## config.mk

```make
export PLATFORM = sky130hd
export DESIGN_NAME = laplace_filter_param
export DESIGN_NICKNAME = d
export VERILOG_FILES = /design/src/rtl/laplace_filter_param.sv
export SDC_FILE = /design/constraint.sdc
export NUM_CORES = 1
export LEC_CHECK = 0
export CAP_MARGIN = 20
export CORE_AREA = 4 4 130 132
export DETAILED_ROUTE_END_ITERATION = 8
export DIE_AREA = 0 0 134 136
export PLACE_DENSITY = 0.75
export SLEW_MARGIN = 20
export SYNTH_ARGS = -nofsm -noshare
export SYNTH_HDL_FRONTEND = slang
export SYNTH_SLANG_ARGS = --single-unit
```

## constraint.sdc

```tcl
create_clock -name i_clk -period 7 [get_ports i_clk]
set_input_delay 1.4 -clock i_clk [delete_from_list [all_inputs] [get_ports i_clk]]
set_output_delay 1.4 -clock i_clk [all_outputs]
set_load 0.02 [all_outputs]
```

## src/rtl/laplace_filter_param.sv

```systemverilog
// 3x3 neighbourhood filter (Laplace-8 / Laplace-4 / box / pass) over a streamed
// 3-pixel column window, with per-line mode latch, line-start priming and ready/valid flow.
module laplace_filter_param #(
    parameter int DATA_W = 8,
    parameter int ACC_W  = DATA_W + 4
) (
    input  logic              i_clk,
    input  logic              i_rst_n,
    input  logic [1:0]        i_mode,
    input  logic              i_sol,
    input  logic [DATA_W-1:0] i_pixel_1,
    input  logic [DATA_W-1:0] i_pixel_2,
    input  logic [DATA_W-1:0] i_pixel_3,
    input  logic              i_pixel_valid,
    output logic              o_pixel_ready,
    output logic              o_pixel_valid,
    input  logic              i_pixel_ready,
    output logic [DATA_W-1:0] o_pixel,
    output logic              o_sat
);
    localparam int STAGES = 3;
    localparam logic [ACC_W-1:0] PIX_MAX = ACC_W'({DATA_W{1'b1}});

    typedef struct packed {
        logic [DATA_W-1:0] top;
        logic [DATA_W-1:0] mid;
        logic [DATA_W-1:0] bot;
    } col_t;

    logic [STAGES-1:0] vld_pipe;
    logic              en, accept;
    col_t              col_in;
    col_t [2:0]        win;
    logic [1:0]        prime_cnt, prime_nxt;
    logic [1:0]        mode_q, mode_nxt;
    logic [1:0]        s1_mode, s2_mode;
    logic [ACC_W-1:0]  s2_pos, s2_neg;

    assign en            = ~vld_pipe[STAGES-1] | i_pixel_ready;
    assign accept        = i_pixel_valid & en;
    assign o_pixel_ready = en;
    assign o_pixel_valid = vld_pipe[STAGES-1];
    assign col_in        = '{top: i_pixel_1, mid: i_pixel_2, bot: i_pixel_3};

    // Priming count stays at 0 until the first i_sol, so unframed columns never emit.
    always_comb begin
        prime_nxt = prime_cnt;
        mode_nxt  = mode_q;
        if (accept) begin
            if (i_sol) begin
                prime_nxt = 2'd1;
                mode_nxt  = i_mode;
            end else if (prime_cnt != 2'd0 && prime_cnt != 2'd3) begin
                prime_nxt = prime_cnt + 2'd1;
            end
        end
    end

    // S1: window shift, priming and per-pixel mode tag
    always_ff @(posedge i_clk or negedge i_rst_n) begin
        if (!i_rst_n) begin
            prime_cnt   <= '0;
            mode_q      <= '0;
            win         <= '0;
            s1_mode     <= '0;
            vld_pipe[0] <= 1'b0;
        end else begin
            prime_cnt <= prime_nxt;
            mode_q    <= mode_nxt;
            if (en) begin
                vld_pipe[0] <= accept && (prime_nxt == 2'd3);
                if (accept) begin
                    win     <= {col_in, win[2], win[1]};
                    s1_mode <= mode_nxt;
                end
            end
        end
    end

    // S2: neighbourhood sums, reduced to a positive and a negative term per mode
    logic [ACC_W-1:0] xc, xn, xs, xe, xw, xnw, xsw, xne, xse;
    logic [ACC_W-1:0] sum4, sum8, pos_c, neg_c;

    assign xc  = ACC_W'(win[1].mid);
    assign xn  = ACC_W'(win[1].top);
    assign xs  = ACC_W'(win[1].bot);
    assign xe  = ACC_W'(win[2].mid);
    assign xw  = ACC_W'(win[0].mid);
    assign xnw = ACC_W'(win[0].top);
    assign xsw = ACC_W'(win[0].bot);
    assign xne = ACC_W'(win[2].top);
    assign xse = ACC_W'(win[2].bot);
    assign sum4 = xn + xs + xe + xw;
    assign sum8 = sum4 + xnw + xsw + xne + xse;

    always_comb begin
        pos_c = xc;
        neg_c = '0;
        case (s1_mode)
            2'd0: begin pos_c = xc << 3; neg_c = sum8; end
            2'd1: begin pos_c = xc << 2; neg_c = sum4; end
            2'd2: begin pos_c = sum8 + xc; neg_c = '0; end
            default: begin pos_c = xc; neg_c = '0; end
        endcase
    end

    always_ff @(posedge i_clk or negedge i_rst_n) begin
        if (!i_rst_n) begin
            vld_pipe[1] <= 1'b0;
            s2_pos      <= '0;
            s2_neg      <= '0;
            s2_mode     <= '0;
        end else if (en) begin
            vld_pipe[1] <= vld_pipe[0];
            s2_pos      <= pos_c;
            s2_neg      <= neg_c;
            s2_mode     <= s1_mode;
        end
    end

    // S3: magnitude, normalising shift and clamp
    logic [ACC_W-1:0] diff, res;
    logic [1:0]       sh;

    always_comb begin
        diff = (s2_pos >= s2_neg) ? (s2_pos - s2_neg) : (s2_neg - s2_pos);
        case (s2_mode)
            2'd1:    sh = 2'd2;
            2'd3:    sh = 2'd0;
            default: sh = 2'd3;
        endcase
        res = diff >> sh;
    end

    always_ff @(posedge i_clk or negedge i_rst_n) begin
        if (!i_rst_n) begin
            vld_pipe[2] <= 1'b0;
            o_pixel     <= '0;
            o_sat       <= 1'b0;
        end else if (en) begin
            vld_pipe[2] <= vld_pipe[1];
            if (vld_pipe[1]) begin
                o_pixel <= (res > PIX_MAX) ? PIX_MAX[DATA_W-1:0] : res[DATA_W-1:0];
                o_sat   <= (res > PIX_MAX);
            end
        end
    end
endmodule

```

==> flow_metrics.env, run 1 <==
export IMPL_status="finished, final reports clean"
export IMPL_ys_ff_latch=116
export IMPL_fp_dieW_um=134
export IMPL_fin_crit_ns=5.50
export IMPL_synth_cells=762
export IMPL_synth_edf_count=0
export IMPL_rsz0062_at_grt="false"
export IMPL_area_growth_pct=15.6
export IMPL_finalCritPeriodShare=0.786
export IMPL_initial_core_util=0.497
export IMPL_maxSlewHeadroom=0.466
export IMPL_cp_required_ns=7.32
export IMPL_worstHoldPathType="register to register"
export IMPL_htree_levels=4
export IMPL_synth_seq_area_share=0.372
export IMPL_wl_per_cell_um=14.2
export IMPL_portBuffers=41
export IMPL_path_max_fanout=3
export IMPL_path_clk_slew_ns=0.06
export IMPL_synthArstFlopShare=1.00
export IMPL_cts_hold_buf=0
export IMPL_dp_final_hpwl_um=10800
export IMPL_antenna_found_initial=0
export IMPL_synthMuxAreaShare=0.124
export IMPL_synth_top_family_by_area="adder cells"
export IMPL_final_nets=923
export IMPL_cts_sinks=116
export IMPL_routabilityCongestion=0.837
export IMPL_root_buffer="clkbuf_16"
export IMPL_drt_iter0_markers=297
export IMPL_std_cell_rows=46
export IMPL_cp_data_arrival_time_ns=5.82
export IMPL_slew_violations=0
export IMPL_antennaDiodeCount=0
export IMPL_synthFlopType="dfrtp_1"
export IMPL_vias=5346
export IMPL_synth_fp_nets=891
export IMPL_hold_violations=0
export IMPL_setup_viol=0
export IMPL_r2r_setup_slack_ns=1.50
export IMPL_syn_avg_cell_area_um2=10.3
export IMPL_regToRegEndpoint="s2_pos[8]"
export IMPL_cts_tree="built"
export IMPL_synth_fa_ha_area_frac=0.197
export IMPL_syn_area_um2=7810
export IMPL_worstSetupStartpoint="win[9]"
export IMPL_drcViolationCount=0
export IMPL_clk_path_buf_depth=2
export IMPL_synth_xor_area_frac=0.0359
export IMPL_grt_pass1_vias=5499
export IMPL_cts_resized=0
export IMPL_io_pins=42
export IMPL_ant_nets=0
export IMPL_track_usage=0.173
export IMPL_r2r_start="win[9]"
export IMPL_grt_max_degree=61
export IMPL_drive_gt1_frac=0.120
export IMPL_clk_latency_ns=0.42
export IMPL_core_area_um2=15700
export IMPL_yosys_warnings=0
export IMPL_grt_first_pass_wirelength_um=25600
export IMPL_fin_setup_tns_ns=0
export IMPL_crit_type="register to register"
export IMPL_cts_setup_buffers=0
export IMPL_die_area_um2=18200
export IMPL_cts_buffers=17
export IMPL_end_kind="register"
export IMPL_finalClockSkew_ns=0.00984
export IMPL_max_freq_ghz=0.182
export IMPL_dieHeight_um=136
export IMPL_synth_compound_area_share=0.128
export IMPL_synth_distinct_cells=52
export IMPL_crit_end="s2_pos[8]"
export IMPL_dr_pass1_iters=5
export IMPL_synthSimpleGateAreaFrac=0.0785
export IMPL_drv_cap=0
export IMPL_wl_um=14500
export IMPL_critPathLaunchType="register"
export IMPL_reg2reg_depth=23
export IMPL_overflow=0
export IMPL_vias_per_cell=5.23
export IMPL_worstMarginPinSlew_ns=0.802
export IMPL_fillers=1353
worst max-delay path: stages, from the launching register on:
cell,delay (ns)
dfrtp_1,0.34
inv_1,0.06
fa_1,0.53
inv_1,0.05
fa_1,0.50
ha_1,0.17
inv_1,0.06
fa_1,0.40
nor2b_1,0.12
o21ai_0,0.10
a21boi_0,0.27
nor2_1,0.13
fa_1,0.45
ha_1,0.34
nor2b_1,0.14
o21ai_0,0.19
nor2b_1,0.18
xnor2_1,0.18
ha_1,0.32
a21o_1,0.19
a31oi_1,0.21
xnor2_1,0.10
nor3_1,0.16
a2bb2oi_1,0.19
routing by layer:
metal / vias to the layer above / GRT usage / wire [µm]
li1: 2650 / - / -
met1: 2606 / 0.225 / 6680
met2: 78 / 0.291 / 7260
met3: 12 / 0.0370 / 392
met4: 0 / 0.0549 / 162
met5: - / 0 / 0
cell usage after synthesis (all sizes together) (2+ instances only):
cell type  number  area share
a211o           2      0.0022
a21boi          3      0.0029
a21o           15       0.014
a21oi          42       0.027
a221o           2      0.0026
a221oi          2      0.0022
a31o            2      0.0022
a31oi           6      0.0067
a32o            2      0.0026
a32oi           2      0.0022
and2            2      0.0016
and3            5      0.0040
buf             3      0.0026
clkbuf         30       0.014
dfrtp         116        0.37
fa             42        0.11
ha             56       0.090
inv           100       0.048
mux2           50       0.072
mux2i          29       0.037
mux4            5       0.014
nand2          61       0.029
nand2b          6      0.0048
nand3           7      0.0045
nand4           2      0.0016
nor2           32       0.015
nor2b           8      0.0064
nor3            9      0.0058
o211ai          3      0.0029
o21a            4      0.0038
o21ai          54       0.035
o221ai          2      0.0022
o22ai          11      0.0088
or2             2      0.0016
or3             2      0.0016
or4             2      0.0019
xnor2          19       0.021
xor2           13       0.015
cell families (layout without fill, tap and decap cells):
kind of cell    after synthesis  in the layout
xor+xnor                     32             32
compound gates              161            161
flops                       116            116
buf+inv                     133            177
fa+ha+maj                    98             98
simple gates                138            138
mux                          84             84
flip-flops by register name, indices dropped and copies added (netlist names):
register,count
o_pixel_valid,1
mode_q,2
o_sat,1
win,72
vld_pipe,2
s1_mode,2
s2_neg,12
prime_cnt,2
s2_pos,12
o_pixel,8
s2_mode,2
metrics by stage:
| stage | area [µm²] | instances | hold slack (ns) | util | setup WS (ns) |
|---|---|---|---|---|---|
| finish | 9030 | 1022 | 0.480 | 0.575 | 1.50 |
| global route | 9030 | 1022 | 0.504 | 0.575 | 1.03 |
| CTS | 9030 | 1022 | 0.478 | 0.575 | 1.43 |
| detailed placement | 8400 | 991 | 0.467 | 0.535 | 1.47 |
| global placement | 8400 | 991 | 0.461 | 0.535 | 1.67 |
| floorplan | 7810 | 762 | 0.444 | - | 1.82 |
cell usage in the layout, fill, tap and decap left out, drive strengths merged, types with 19 or more instances in the layout:
cell and instances:
ha 56, mux2 50, inv 100, fa 42, clkdlybuf4s50 40, clkbuf 22, dfrtp 116, xnor2 19
nor2 32, nand2 61, a21oi 42, mux2i 29, o21ai 54
worst min-delay path by stage:
stage / from / endpoint / slack [ns] / cells after the start
global placement: prime_cnt[1] / prime_cnt[1] / 0.46 / 2
global route: prime_cnt[1] / prime_cnt[1] / 0.50 / 2
CTS: prime_cnt[1] / prime_cnt[1] / 0.48 / 2
finish: win[1] / win[1] / 0.48 / 2
floorplan: vld_pipe[1] / vld_pipe[1] / 0.44 / 2
detailed placement: prime_cnt[1] / prime_cnt[1] / 0.47 / 2
cell type report:
type                    count  area, µm²  share of cell area
repair buffers             46        445              0.0493
well taps                 216        270              0.0299
clock buffers              22        474              0.0525
clock inverters             9        151              0.0168
flip-flops and latches    116       2900               0.322
inverters                 100        375              0.0416
multi-input cells         513       4410               0.488
Power of run 1 is left out: the tool's default activity adds up to more than one toggle a clock period on the data nets, which glitch-free logic cannot reach.
==> run 2, diff against run 1 <==
==> constraint.sdc (replaced) <==
create_clock -name i_clk -period 5.4 [get_ports i_clk]
set_input_delay 1.08 -clock i_clk [delete_from_list [all_inputs] [get_ports i_clk]]
set_output_delay 1.08 -clock i_clk [all_outputs]
set_load 0.02 [all_outputs]
==> run 2 against run 1 <==
Against the previous run:
- worst setup slack worse by 1.4 ns
- final cell count rose by 1.3%
- sequential share of layout area fell by 0.82 points
- worst hold slack hardly changed
- via count rose by 2.2%
- first-iteration DRC count is 5.7% lower
- non-clock buffer count up 12
- highest routed layer unchanged
==> flow_metrics.env, run 2 (same netlist as run 1, synthesis figures left out) <==
export IMPL_status="finished, final reports clean"
export IMPL_maxSlewHeadroom=0.401
export IMPL_die_area_um2=18200
export IMPL_cts_tree="built"
export IMPL_regMostFlops="win"
export IMPL_grt_first_pass_wirelength_um=26000
export IMPL_cp_required_ns=5.69
export IMPL_dieHeight_um=136
export IMPL_wl_per_cell_um=14.7
export IMPL_drcViolationCount=0
export IMPL_track_usage=0.176
export IMPL_crit_type="register to register"
export IMPL_fp_dieW_um=134
export IMPL_rsz0062_at_grt="true"
export IMPL_root_buffer="clkbuf_16"
export IMPL_final_common_cell="dfrtp_1"
export IMPL_critPathLaunchType="register"
export IMPL_initial_core_util=0.497
export IMPL_io_pins=42
export IMPL_stdcell_area_um2=9270
export IMPL_worstMarginPinSlew_ns=0.899
export IMPL_grt_pass1_vias=5619
export IMPL_fin_crit_ns=5.28
export IMPL_htree_levels=4
export IMPL_slew_violations=0
export IMPL_ant_nets=0
export IMPL_setup_viol=0
export IMPL_reg_top3="win: 72 flops, s2_neg: 12 flops, s2_pos: 12 flops"
export IMPL_clk_path_buf_depth=2
export IMPL_cts_buffers=17
export IMPL_clk_latency_ns=0.42
export IMPL_cp_data_arrival_time_ns=5.58
export IMPL_dr_pass1_iters=6
export IMPL_dpl_cell_area_um2=8430
export IMPL_final_nets=935
export IMPL_finalClockSkew_ns=0.0115
export IMPL_instances_no_fill=1035
export IMPL_path_clk_slew_ns=0.05
export IMPL_dp_cells=994
export IMPL_grt_max_degree=73
export IMPL_worstHoldPathType="register to register"
export IMPL_routabilityCongestion=0.831
export IMPL_area_growth_pct=18.6
export IMPL_dp_final_hpwl_um=10800
export IMPL_cts_sinks=116
export IMPL_vias_per_cell=5.28
export IMPL_portBuffers=41
export IMPL_antenna_found_initial=0
export IMPL_finalCritPeriodShare=0.979
export IMPL_hold_violations=0
export IMPL_path_max_fanout=3
export IMPL_drive_gt1_frac=0.173
export IMPL_wl_um=15200
export IMPL_antennaDiodeCount=0
export IMPL_drt_iter0_markers=280
export IMPL_overflow=0
export IMPL_largest_reg_flops=72
export IMPL_vias=5464
export IMPL_std_cell_rows=46
export IMPL_fillers=1294
export IMPL_max_freq_ghz=0.189
export IMPL_drv_cap=0
export IMPL_core_area_um2=15700
export IMPL_end_kind="register"
export IMPL_mostFrequentLayoutCells="116 x dfrtp_1, 97 x inv_1, 59 x nand2_1, 51 x ha_1, 50 x mux2_2"
## run 2: cell types whose count changed in the layout (fill, tap and decap cells not counted), sizes merged
cell    previous run  this run
buf                6        18
bufinv             4         3
clkbuf            22        23
clkinv             4         5
## run 2: final cells by class
| class | instances | area (µm²) | area share |
|---|---|---|---|
| Tap cell | 216 | 270 | 0.0292 |
| Clock buffer | 23 | 478 | 0.0516 |
| Sequential cell | 116 | 2900 | 0.313 |
| Inverter | 100 | 375 | 0.0405 |
| Clock inverter | 9 | 126 | 0.0136 |
| Timing Repair Buffer | 58 | 536 | 0.0578 |
| Multi-Input combinational cell | 513 | 4580 | 0.494 |
## run 2: final timing paths
kind                         start          to  slack (ns)  depth (start not counted)
min reg2reg                win[41]     win[41]        0.48                          2
min                        win[41]     win[41]        0.48                          2
max in group asynchronous  i_rst_n     win[18]        3.51                          2
max                         win[9]   s2_pos[7]        0.12                         21
max reg2reg                 win[9]   s2_pos[7]        0.12                         21
min in group asynchronous  i_rst_n  o_pixel[7]        0.80                          1
## run 2: timing repair
action,in CTS,in global routing
hold buffers,0,0
setup buffers,3,6
endpoints found under the setup margin,3,8
cloned,0,0
pin swaps,14,22
resized for setup,10,31
endpoints found under the hold margin,0,0
## run 2: critical path, stage by stage, from the launching register on
cell and delay, ns:
dfrtp_1 0.37, inv_2 0.05, fa_1 0.52, inv_1 0.05
fa_1 0.49, ha_2 0.19, inv_2 0.04, fa_2 0.54
fa_1 0.42, inv_2 0.11, ha_4 0.20, a21o_1 0.17
a21oi_2 0.15, buf_4 0.14, xnor2_2 0.07, ha_1 0.32
a21boi_2 0.17, o41a_1 0.42, xor2_1 0.16, mux4_2 0.46
nand2_2 0.08, o21ai_1 0.05
## run 2: metal layers
layer  part of all wire  up-vias  track usage
met2               0.50      109        0.306
met4              0.015        0       0.0509
met1               0.45     2664        0.222
met5                  0        -            0
li1                   -     2671            -
met3              0.034       20       0.0374
## run 2: per-stage QoR
stage	TNS (ns)	hold WS, ns	util	setup WS [ns]
2_1_floorplan	0	0.444	-	0.215
3_3_place_gp	0	0.461	0.536	0.0824
3_5_place_dp	-0.135	0.468	0.536	-0.0851
4_1_cts	0	0.482	0.578	0.0101
5_1_grt	-0.208	0.503	0.590	-0.0825
6_report	0	0.480	0.590	0.116
Power of run 2 is left out for the same reason.
==> patch 1: new RTL, settings of run 2 <==
Change the parameter `DATA_W` from 8 to 9.
--- a/src/rtl/laplace_filter_param.sv
+++ b/src/rtl/laplace_filter_param.sv
@@ -3,3 +3,3 @@
 module laplace_filter_param #(
-    parameter int DATA_W = 8,
+    parameter int DATA_W = 9,
     parameter int ACC_W  = DATA_W + 4
Interface: changed (resized i_pixel_1, i_pixel_2, i_pixel_3 and o_pixel); port bits go from 42 to 46. The function was not compared with the original's and may differ.
==> patch 1 against run 2 <==
- global-route usage grew 2.5 points
- via count grew 13%
- worst setup slack lost 110 ps
- area after synthesis grew 13%
- design area grew 14%
- sequential cell count grew 12
- critical path type unchanged
- wire length grew 14%
- largest cell class unchanged
Power is left out: the tool's default activity adds up to more than one toggle a clock period on the data nets, which glitch-free logic cannot reach.
==> patch 1: results (changes against run 2) <==
dp_slack_ps: -293  # -208 ps
critPathArrivalTime_ps: 5680  # +100 ps
path_max_fanout: 2  # -1
synth_mux_area_share_pct: 12.6  # +0.26 points
grt_max_degree: 83  # +14%
rrSetupSlack_ps: 8  # -110 ps
placed_area_um2: 9680  # +15%
status: "finished, final reports clean"
vias: 6186  # +13%
post_cts_buffers: 6  # +3
grt_pass1_wl_um: 29500  # +13%
port-buffer-count: 45  # +9.8%
synthTopCellsByCount: "dfrtp_1 (128), inv_1 (99), nand2_1 (70)"
drt_first_pass_iters: 4  # -2
post_cts_resized: 25  # +15
synth_compound_area_share_pct: 14.4  # +1.6 points
dpl.hpwl_um: 12800  # +18%
min_from: "prime_cnt[1]"
worst_r2r_endpoint: "s2_pos[8]"
r2r-start: "win[10]"
drt_wl_total_um: 17300  # +14%
drtIter0Drc: 243  # -13%
grt_pass1_vias: 6331  # +13%
gp_congestion: 0.851  # +2.3%
whs_endpoint: "prime_cnt[1]"
fin_skew_ps: 11.0  # -0.480 ps
layout.nets: 1060  # +13%
syn-num-nets: 985  # +11%
patch 1: cell types whose count changed after synthesis, sizes merged, moves of 6 or more:
cell,change
mux2,+15
buf,+14
clkbuf,-13
dfrtp,+12
nand2,+10
o21bai,+10
a21oi,+7
a211oi,+6
o22a,+6
patch 1: layout make-up:
type | instances | area [um2]
Clock buffer | 20 | 467
Clock inverter | 12 | 131
Fill cell | 1130 | 5130
Inverter | 100 | 375
Multi-Input combinational cell | 580 | 5330
Sequential cell | 128 | 3200
Tap cell | 216 | 270
Timing Repair Buffer | 91 | 801
patch 1: worst max-delay path, stage by stage, from the launching register on:
cell and delay (ps):
dfrtp_1 380, inv_2 50, fa_1 490, fa_1 510
inv_2 50, ha_4 160, fa_2 550, fa_1 460
ha_1 290, a21o_1 170, a21oi_2 200, o21bai_4 100
a21oi_2 180, xnor2_2 100, ha_1 310, or3_1 360
o21ai_2 70, a21oi_2 50, xor2_1 160, mux4_2 470
nand2_1 80, o21ai_1 60
patch 1: per-stage QoR:
stage,instances,hold slack [ps]
3_5_place_dp,1104,468
3_3_place_gp,1104,462
4_1_cts,1142,479
5_1_grt,1147,499
6_report,1147,474
2_1_floorplan,843,444
patch 1: how the worst max path moves through the flow:
stage	startpoint	end	slack, ps	depth (start not counted)
2_1_floorplan	win[28]	s2_pos[8]	1	23
3_3_place_gp	win[28]	s2_pos[8]	-130	23
3_5_place_dp	win[46]	s2_pos[8]	-290	23
4_1_cts	win[46]	s2_pos[8]	10	25
5_1_grt	win[46]	s2_pos[8]	-180	21
6_report	win[10]	s2_pos[8]	8	21
patch 1: layer usage:
layer  track usage [%]  part of all wire [%]  up-vias
met1              25.2                    45     3025
met4              5.37                  0.79        0
met5                 0                     0        -
met3              4.26                   2.8       11
li1                  -                     -     3062
met2              35.3                    51       88
==> patch 2: new RTL, flow settings as in run 2 <==
Made on the original files. Remove the case item `2'd2` of the case on `s1_mode`.
--- a/src/rtl/laplace_filter_param.sv
+++ b/src/rtl/laplace_filter_param.sv
@@ -101,3 +101,2 @@
             2'd1: begin pos_c = xc << 2; neg_c = sum4; end
-            2'd2: begin pos_c = sum8 + xc; neg_c = '0; end
             default: begin pos_c = xc; neg_c = '0; end
Behaviour: not the same (a bounded check fails within 10 cycles, from zero or initial values and one cycle with i_rst_n low).
==> patch 2 against run 2 <==
- critical path type unchanged
- first-iteration DRC count shrank 12%
- largest cell class unchanged
- clock skew shrank 5.0 ps
- count of clock-buffer cells in the layout shrank 1
- wire length shrank 9.0%
- design area shrank 8.5%
- sequential cell count shrank 1
- area after synthesis shrank 6.4%
- die area is the same
- worst setup slack gained 340 ps
Power is left out: the tool's default activity adds up to more than one toggle a clock period on the data nets, which glitch-free logic cannot reach.
==> patch 2: results (changes against run 2) <==
critPathArrivalTime_ps: 5240  # -340 ps
grt.met1_usage_pct: 20.8  # -1.4 points
clk_latency_ps: 410
cts_buffers: 17  # unchanged
synthTopCellsByCount: "dfrtp_1 (115), inv_1 (81), mux2_2 (55), nand2_1 (55), o21ai_0 (48)"
layout.nets: 828  # -11%
fillCellCount: 1329  # +2.7%
cts_max_path_buffers: 2  # unchanged
met2_usage_pct: 28.2  # -2.4 points
ys_types: 60  # +15%
fin_skew_ps: 6.52  # -4.99 ps
drt_wl_total_um: 13800  # -9.0%
synth_seq_area_share_pct: 39.3  # +2.2 points
ys.flop_type: "dfrtp_1"
post_cts_buffers: 0  # -3
ys_top_cells_by_area: "dfrtp_1 (39%), fa_1 (11%), mux2_2 (8.5%)"
met3_usage_pct: 3.89  # +0.15 points
post_cts_resized: 0  # -10
cts_root_buffer: "clkbuf_16"
tightest_slew_ps: 1070  # +167 ps
drtIter0Drc: 247  # -12%
status: "finished, final reports clean"
path_max_fanout: 3  # unchanged
antennaDiodeCount: 0  # unchanged
drt_first_pass_iters: 4  # -2
grt_pass1_wl_um: 24400  # -6.2%
hold_path_class: "reg -> reg"
path_clk_slew_ps: 50  # about the same
vias_per_cell: 5.18  # -1.9%
syn-num-nets: 800  # -10%
slowest_delay_ps: 580  # +40 ps
grt_max_degree: 100  # +37%
gp_congestion: 0.839  # +0.88%
critPathTopFamily: "adder cells"
async_reset_ff_share_pct: 100  # unchanged
antenna_found_initial: 0  # unchanged
yosysWarningCount: 0  # unchanged
ctsHtreeMaxLevel: 4  # unchanged
grtUsageTotal_pct: 16.4  # -1.1 points
setup_viol: 0  # unchanged
grt_pass1_vias: 5187  # -7.7%
dpl.hpwl_um: 10400  # -4.0%
synth_top_area_share_pct: 39.3  # +2.2 points
ctsHoldBuffers: 0  # unchanged
placed_area_um2: 7870  # -6.6%
cp_slowest_cell: "fa_1"
reg_top3: "win (72), s2_neg (12), s2_pos (11)"
port-buffer-count: 41  # unchanged
drive_gt1_share_pct: 13.9  # -3.5 points
-- patch 2: worst min-delay path, stage by stage, from the launching register on --
cell     delay (ps)
dfrtp_1         340
nand2_1          50
nand2_1          60
-- patch 2: area by class of cell --
class	count	area (um2)	area share, %
Clock inverter	9	128	1.51
Clock buffer	22	484	5.71
Sequential cell	115	2880	33.9
Multi-Input combinational cell	451	3990	47.0
Tap cell	216	270	3.19
Inverter	81	304	3.59
Timing Repair Buffer	44	430	5.08
-- patch 2: per-stage QoR --
step / setup WS (ps) / cells
5_1_grt: 130 / 938
6_report: 459 / 938
2_1_floorplan: 824 / 682
3_3_place_gp: 628 / 907
3_5_place_dp: 473 / 907
4_1_cts: 451 / 938
-- patch 2: logic make-up after synthesis --
logic type | count (synthesis) | synth area share (%)
AND/OR/NAND/NOR | 109 | 6.96
buffers and inverters | 116 | 6.26
XOR/XNOR | 23 | 2.75
AO/OA/AOI/OAI | 153 | 13.8
flip-flops | 115 | 39.3
multiplexers | 79 | 11.8
adder cells (fa/ha/maj) | 87 | 19.1
-- patch 2: worst paths after layout --
path                              from          end  slack [ps]  depth (start not counted)
max in group asynchronous      i_rst_n      win[10]        3520                          2
min in group asynchronous      i_rst_n        o_sat         750                          1
max reg2reg                    win[26]    s2_neg[9]         460                         19
min                        vld_pipe[0]  vld_pipe[1]         490                          2
max                            win[26]    s2_neg[9]         460                         19
min reg2reg                vld_pipe[0]  vld_pipe[1]         490                          2
-- patch 2: layer usage --
layer	vias to the layer above	share of wire (%)
met1	2399	45
met5	-	0
met2	70	51
met4	0	1.2
met3	16	3.1
li1	2374	-
